--- config.mk ---
export PLATFORM = sky130hd
export DESIGN_NAME = maxpool_fp
export DESIGN_NICKNAME = d
export VERILOG_FILES = /design/src/rtl/maxpool_pkg.sv /design/src/rtl/maxpool_ch.sv /design/src/rtl/maxpool_fp.sv
export SDC_FILE = /design/constraint.sdc
export NUM_CORES = 1
export LEC_CHECK = 0
export ABC_CLOCK_PERIOD_IN_PS = 2090
export CORE_UTILIZATION = 49
export DETAILED_ROUTE_END_ITERATION = 16
export HOLD_SLACK_MARGIN = 0.03
export PLACE_DENSITY = 0.85
export REMOVE_ABC_BUFFERS = 1
export SETUP_SLACK_MARGIN = 0.2
export SYNTH_ARGS = -nofsm -noshare
export SYNTH_HDL_FRONTEND = slang
export SYNTH_SLANG_ARGS = --single-unit
--- constraint.sdc ---
create_clock -name clk -period 2.09 [get_ports clk]
set_input_delay 0.418 -clock clk [delete_from_list [all_inputs] [get_ports clk]]
set_output_delay 0.418 -clock clk [all_outputs]
set_load 0.01 [all_outputs]
--- src/rtl/maxpool_pkg.sv ---
// Shared helpers for the streaming max-pool stage: counter sizing and the
// nominal sample type of the upstream BN+ReLU stage.
package maxpool_pkg;

    localparam int DEF_BW = 12;

    typedef logic [DEF_BW-1:0] sample_t;

    // Counter width for a modulus of n, never narrower than one bit.
    function automatic int clog2_min1(input int n);
        return (n <= 2) ? 1 : $clog2(n);
    endfunction

endpackage

--- src/rtl/maxpool_ch.sv ---
// One channel of the max-pool: running maximum register plus comparator.
// win_max is the window maximum including the sample presented this cycle.
module maxpool_ch #(
    parameter int BW = 12
) (
    input  logic          clk,
    input  logic          rst,
    input  logic          en,
    input  logic          load_first,
    input  logic [BW-1:0] sample,
    output logic [BW-1:0] win_max
);

    logic [BW-1:0] acc;

    // Strict compare: on a tie acc is kept, which is the same value anyway.
    always_comb begin
        win_max = (load_first || (sample > acc)) ? sample : acc;
    end

    always_ff @(posedge clk) begin
        if (!rst) begin
            acc <= '0;
        end else if (en) begin
            acc <= win_max;
        end
    end

endmodule

--- src/rtl/maxpool_fp.sv ---
// Streaming 1-D max-pool: one output vector per POOL_LEN valid samples,
// frames of SEQ_LEN samples pooled independently, trailing partial window dropped.
module maxpool_fp
    import maxpool_pkg::*;
#(
    parameter int NO_CH    = 10,
    parameter int BW       = 12,
    parameter int POOL_LEN = 2,
    parameter int SEQ_LEN  = 128,
    parameter int DEBUG    = 0
) (
    input  logic                      clk,
    input  logic                      rst,
    input  logic                      vld_in,
    input  logic [NO_CH-1:0][BW-1:0]  data_in,
    output logic                      vld_out,
    output logic [NO_CH-1:0][BW-1:0]  data_out
);

    localparam int WW = clog2_min1(POOL_LEN);
    localparam int SW = clog2_min1(SEQ_LEN);
    localparam logic [WW-1:0] WIN_LAST = WW'(POOL_LEN - 1);
    localparam logic [SW-1:0] SEQ_LAST = SW'(SEQ_LEN - 1);

    logic [WW-1:0]             win_cnt;
    logic [SW-1:0]             seq_cnt;
    logic                      win_first;
    logic                      win_done;
    logic                      frame_end;
    logic [NO_CH-1:0][BW-1:0]  win_max;

    assign win_first = (win_cnt == '0);
    assign win_done  = vld_in && (win_cnt == WIN_LAST);
    assign frame_end = vld_in && (seq_cnt == SEQ_LAST);

    for (genvar i = 0; i < NO_CH; i++) begin : g_ch
        maxpool_ch #(.BW(BW)) u_ch (
            .clk        (clk),
            .rst        (rst),
            .en         (vld_in),
            .load_first (win_first),
            .sample     (data_in[i]),
            .win_max    (win_max[i])
        );
    end

    // A frame end restarts the window too, so a partial window is simply
    // overwritten by the next frame's first sample.
    always_ff @(posedge clk) begin
        if (!rst) begin
            win_cnt  <= '0;
            seq_cnt  <= '0;
            vld_out  <= 1'b0;
            data_out <= '0;
        end else begin
            vld_out <= win_done;
            if (win_done) begin
                data_out <= win_max;
            end
            if (vld_in) begin
                win_cnt <= (win_done || frame_end) ? '0 : win_cnt + 1'b1;
                seq_cnt <= frame_end ? '0 : seq_cnt + 1'b1;
            end
        end
    end

    // The window position is always the frame position modulo POOL_LEN.
    if (DEBUG != 0) begin : g_debug
        always_ff @(posedge clk) begin
            if (rst) begin
                assert (int'(win_cnt) == (int'(seq_cnt) % POOL_LEN))
                    else $error("maxpool_fp: win_cnt %0d out of step with seq_cnt %0d",
                                win_cnt, seq_cnt);
            end
        end
    end

endmodule
Word level (Yosys, flattened, before mapping). Index checks and enable logic that the tools add are counted. W data, S select, Z words.

Mux-type cells: 12. Bitwise gates (word level): 1. Reductions and logical operators: 13. $add $sub $neg: 2. Equal/unequal tests: 1. Magnitude comparators: 10.

Operators with widths (count): $gt A12 B12 Y1 (10); $mux W12 (10); $logic_or A1 B1 Y1 (11); $add A7 B1 Y7 const B (1); $eq A7 B7 Y1 const B (1); $mux W7 (1); $logic_and A1 B1 Y1 (2); $add A1 B1 Y1 const B (1); $mux W1 (1); $not A1 Y1 (1).

Flip-flop bits (word level): 249. Input bits: 123.

Longest topological paths before layout.
Depth in word-level cells: 4. Gate-level depth with buffers: 10. Depth with buffers taken out: 8.

Hierarchy. Synthesis repeated with hierarchy kept, for this count alone.

Cells, all modules: 2179. Area total of the unflattened synthesis: 18447.7 sq um.

Modules (own cells, without submodules): maxpool_ch (area each 1438.9 sq um, cells an instance 187, times used 10); maxpool_fp (area each 4058.9 sq um, cells an instance 309, times used 1).

Worst setup path after synthesis. No wires, ideal clock.

Kind: input to register. Start point: in data_in[13] in the netlist's numbering. End point: reg data_out[14] in the netlist's numbering. Path slack: -0.001 ns. Data required time: 1.968 ns. Arrival: 1.969 ns. Stages: 8. Cells stage by stage: ha_1 nor2b_1 o211ai_2 a21oi_2 o32ai_4 a21oi_1 buf_2 a221o_1.

Cells in the longest elaborated chain, start to end: 3.

RTL lines: start: declaration (line maxpool_fp.sv:15) `input logic [NO_CH-1:0][BW-1:0] data_in,`; $gt A12 B12 Y1 (line maxpool_ch.sv:18) `win_max = (load_first || (sample > acc)) ? sample : acc;`; $logic_or A1 B1 Y1 (line maxpool_ch.sv:18); $mux W12 (line maxpool_ch.sv:18); end signal: assignment (line maxpool_fp.sv:58) `data_out <= win_max;`; end: declaration (line maxpool_fp.sv:17) `output logic [NO_CH-1:0][BW-1:0] data_out`.

Every way passes these cells. A chain may end at the register's enable or synchronous reset.

Worst setup path in the final report.
Start point: reg g_ch[9].u_ch.acc[4]. End point: reg data_out[112] in the netlist's numbering.

Cells in the longest elaborated chain, start to end: 3.

RTL lines: start: declaration (line maxpool_ch.sv:14) `logic [BW-1:0] acc;`; start signal: assignment (line maxpool_ch.sv:25) `acc <= win_max;`; $gt A12 B12 Y1 (line maxpool_ch.sv:18); $logic_or A1 B1 Y1 (line maxpool_ch.sv:18); $mux W12 * (line maxpool_ch.sv:18).

Every way passes the cells marked *; elsewhere a longest branch is shown, timed or not.

==> reports/qor.yml <==
status: "complete, but fails checks"
violations: "negative setup slack"
core-area_sq_mm: 0.02816
finClkSkew_ns: 0.006541
p_per_area_mw_per_mm2: 742.8
holdPathStages: 3
fmax_mhz: 444.5
synthMuxAreaShare_pct: 8.241
root_buffer: "clkbuf_16"
slew_viol_final: 0
drive_gt1_share_pct: 32.38
arrival_ns: 2.67
syn-mean-instance-area_sq_um: 8.713
grt_pass1_wl_mm: 78.42
end_kind: "flip-flop"
wl_met1_mm: 20.16
stdcell_count: 2480
vias: 15680
post-dp-hpwl_mm: 27.59
h-tree-depth: 1
ys_seq_area_share_pct: 35.08
final_cell_mix: "219 x buf_4, 194 x nand2_1, 162 x dfxtp_1"
setup_violations: 143
fin_nets: 2321
cts_hold_buf: 0
tritoncts: "done"
clk_pin_slew_ns: 0.06
worstReg2RegStart: "g_ch[9].u_ch.acc[4]$_SDFFE_PN0P_"
crit_top_cell: "buf_12"
die_x_microns: 172.3
io_pins: 244
regToRegEndpoint: "data_out[112]$_SDFFE_PN0P_"
grt_max_degree: 142
min_period_ns: 2.250
synth_top_family_by_area: "simple AND/OR/NAND/NOR gates"
max-cap-violations: 0
netlist_instances: 1631
wl_per_cell_microns: 21.98
critPathRequiredTime_ns: 2.51
critPathTopFamily: "compound AO/OA/AOI/OAI gates"
highest_layer: "met5"
synth_compound_area_share_pct: 18.40
worst_skew_pair.late_latency_ns: 0.55
stdcell_area_sq_mm: 0.02223
worst_path_max_delay_cell: "dfxtp_2"
hp-start: "data_in[82]"
place_inst: 2306
cp_num_buf_inv: 3
std_cell_rows: 61
layout_setup_ws_ns: -0.1595
crit_fanout: 5
fp.dieH_microns: 172.3
clock_path_buffers: 3
antenna_found_initial: 7
cp.depth: 9
ff2ff_path_depth: 9
fin_crit_sh_pct: 107.6
grt_setup_unrepaired: "yes"
dpl_cell_area_sq_mm: 0.01808
dr_wl_met3_mm: 4.322
drtAntennaViolNets: 0
hold_slack_ns: 0.2508
synth-main-ff-cell: "dfxtp_1"
synthDistinctLibCells: 46
layout_commonest_cell: "buf_4"
grt.total_usage_pct: 32.69
p_leak_uw: 0.009626
first_pass_iters: 6
syn_area_sq_mm: 0.01421
ys_ff_latch: 249
yosysWarnings: 0
clock-sinks: 249
peakVddDrop_mv: 0.7533
place_congestion: 0.8497
drc: 0
grt_pass1_vias: 15630
synth_xor_area_share_pct: 0.2465
wl_met2_mm: 26.52
start_kind: "flip-flop"
synth_edf_count: 0
overflow: 0
start_util_pct: 50.46
async_flop_share_pct: 0
rrSetupSlack_ns: -0.16
area_growth_pct: 56.44
maxSlewHeadroom_pct: 58.48
crit_chain: "inv_1, ha_1, nand4_1, a21o_1, a21oi_4, buf_12, buf_12, mux2i_2, o21ai_1"
cts_buffers: 29
synthAdderAreaFrac_pct: 10.65
drt_iter0_markers: 1596
whs_endpoint: "g_ch[6].u_ch.acc[10]$_SDFFE_PN0P_"
tightest_slew_ns: 0.6229
portBuffers: 243
die_area_sq_mm: 0.02969
hold_viol: 0
vias_per_cell: 6.321
hp-class: "in -> reg"
path_class: "reg -> reg"
synthSimpleGateAreaFrac_pct: 19.77
wl_mm: 54.50
max_stage_delay_ns: 0.33
[synthesized netlist by cell type (all sizes together), types with 6 or more instances]
library cell | number | share of area [%]
mux2i | 117 | 8.2
nor3b | 55 | 2.9
o211ai | 74 | 4.0
and3 | 65 | 3.0
a221o | 60 | 4.2
clkbuf | 87 | 2.3
a211oi | 6 | 0.32
dfxtp | 249 | 35
ha | 121 | 11
nor2 | 26 | 0.69
buf | 45 | 2.1
nor2b | 13 | 0.57
a21boi | 12 | 0.74
a31oi | 60 | 2.6
o21ai | 67 | 2.4
a21oi | 44 | 1.7
nand3 | 71 | 2.5
inv | 121 | 3.2
nand4 | 91 | 4.0
nand2 | 197 | 5.2
[tightest hold or removal path: stages]
cell            delay [ns]
dlymetal6s2s_1        0.18
nand2_1               0.09
mux2i_1               0.07
[layer usage]
metal / vias up / track usage (%)
met1: 7501 / 35.95
met3: 319 / 7.233
met2: 922 / 58.01
li1: 6929 / -
met5: - / 0
met4: 4 / 18.28
[what timing repair did]
item | 4_1_cts | 5_1_grt
pin swaps | 200 | 138
gates cloned | 22 | 5
buffers inserted | 56 | 35
resized for setup | 412 | 168
setup endpoints to repair | 264 | 275
[cells by family after synthesis]
| family | count (synthesis) |
|---|---|
| AND/OR/NAND/NOR | 534 |
| AO/OA/AOI/OAI | 353 |
| buffers and inverters | 253 |
| flip-flops | 249 |
| adder cells (fa/ha/maj) | 121 |
| multiplexers | 117 |
| XOR/XNOR | 4 |
[flip-flops by register name, summed over array words and instances, names as in the netlist]
register	cells
data_out	120
win_cnt	1
seq_cnt	7
g_ch.u_ch.acc	120
vld_out	1
[worst max-delay path by stage]
stage / from / to / slack (ns)
detailed placement: data_in[95] / g_ch[7].u_ch.acc[6]$_SDFFE_PN0P_ / -1.14
finish: g_ch[9].u_ch.acc[4]$_SDFFE_PN0P_ / data_out[112]$_SDFFE_PN0P_ / -0.16
global placement: data_in[95] / g_ch[7].u_ch.acc[7]$_SDFFE_PN0P_ / -1.04
global route: g_ch[9].u_ch.acc[11]$_SDFFE_PN0P_ / data_out[112]$_SDFFE_PN0P_ / -0.20
CTS: g_ch[2].u_ch.acc[1]$_SDFFE_PN0P_ / data_out[31]$_SDFFE_PN0P_ / -0.05
floorplan: win_cnt$_SDFFE_PN0P_ / data_out[12]$_SDFFE_PN0P_ / -1.85
[where the power goes]
| part | leakage, uW | switching (uW) | internal, uW |
|---|---|---|---|
| clock | 0.000450 | 2050 | 2910 |
| combinational | 0.00711 | 2890 | 3240 |
| sequential | 0.00207 | 271 | 5140 |
| total | 0.00963 | 5210 | 11300 |
[through the flow]
stage / utilization [%] / total power, uW / setup slack (ns) / setup TNS, ns
after floorplan: - / 7288 / -1.846 / -295.90
final: 78.94 / 16510 / -0.1595 / -9.283
after global placement: 64.21 / 8850 / -1.039 / -142.45
after detailed placement: 64.21 / 9025 / -1.144 / -155.89
after CTS: 75.17 / 15460 / -0.04854 / -0.3742
after global routing: 78.92 / 17090 / -0.1983 / -20.48
[final cells by class]
| class | instances | area, sq um |
|---|---|---|
| sequential | 249 | 5094 |
| clock inverter | 5 | 53.80 |
| inverter | 121 | 454.2 |
| fill | 1543 | 5931 |
| tap | 378 | 473.0 |
| timing repair buffer | 542 | 5435 |
| clock buffer | 46 | 859.6 |
| antenna | 5 | 12.51 |
| multi-input combinational | 1134 | 9851 |
Note: power is estimated with default switching activity, not from simulation.
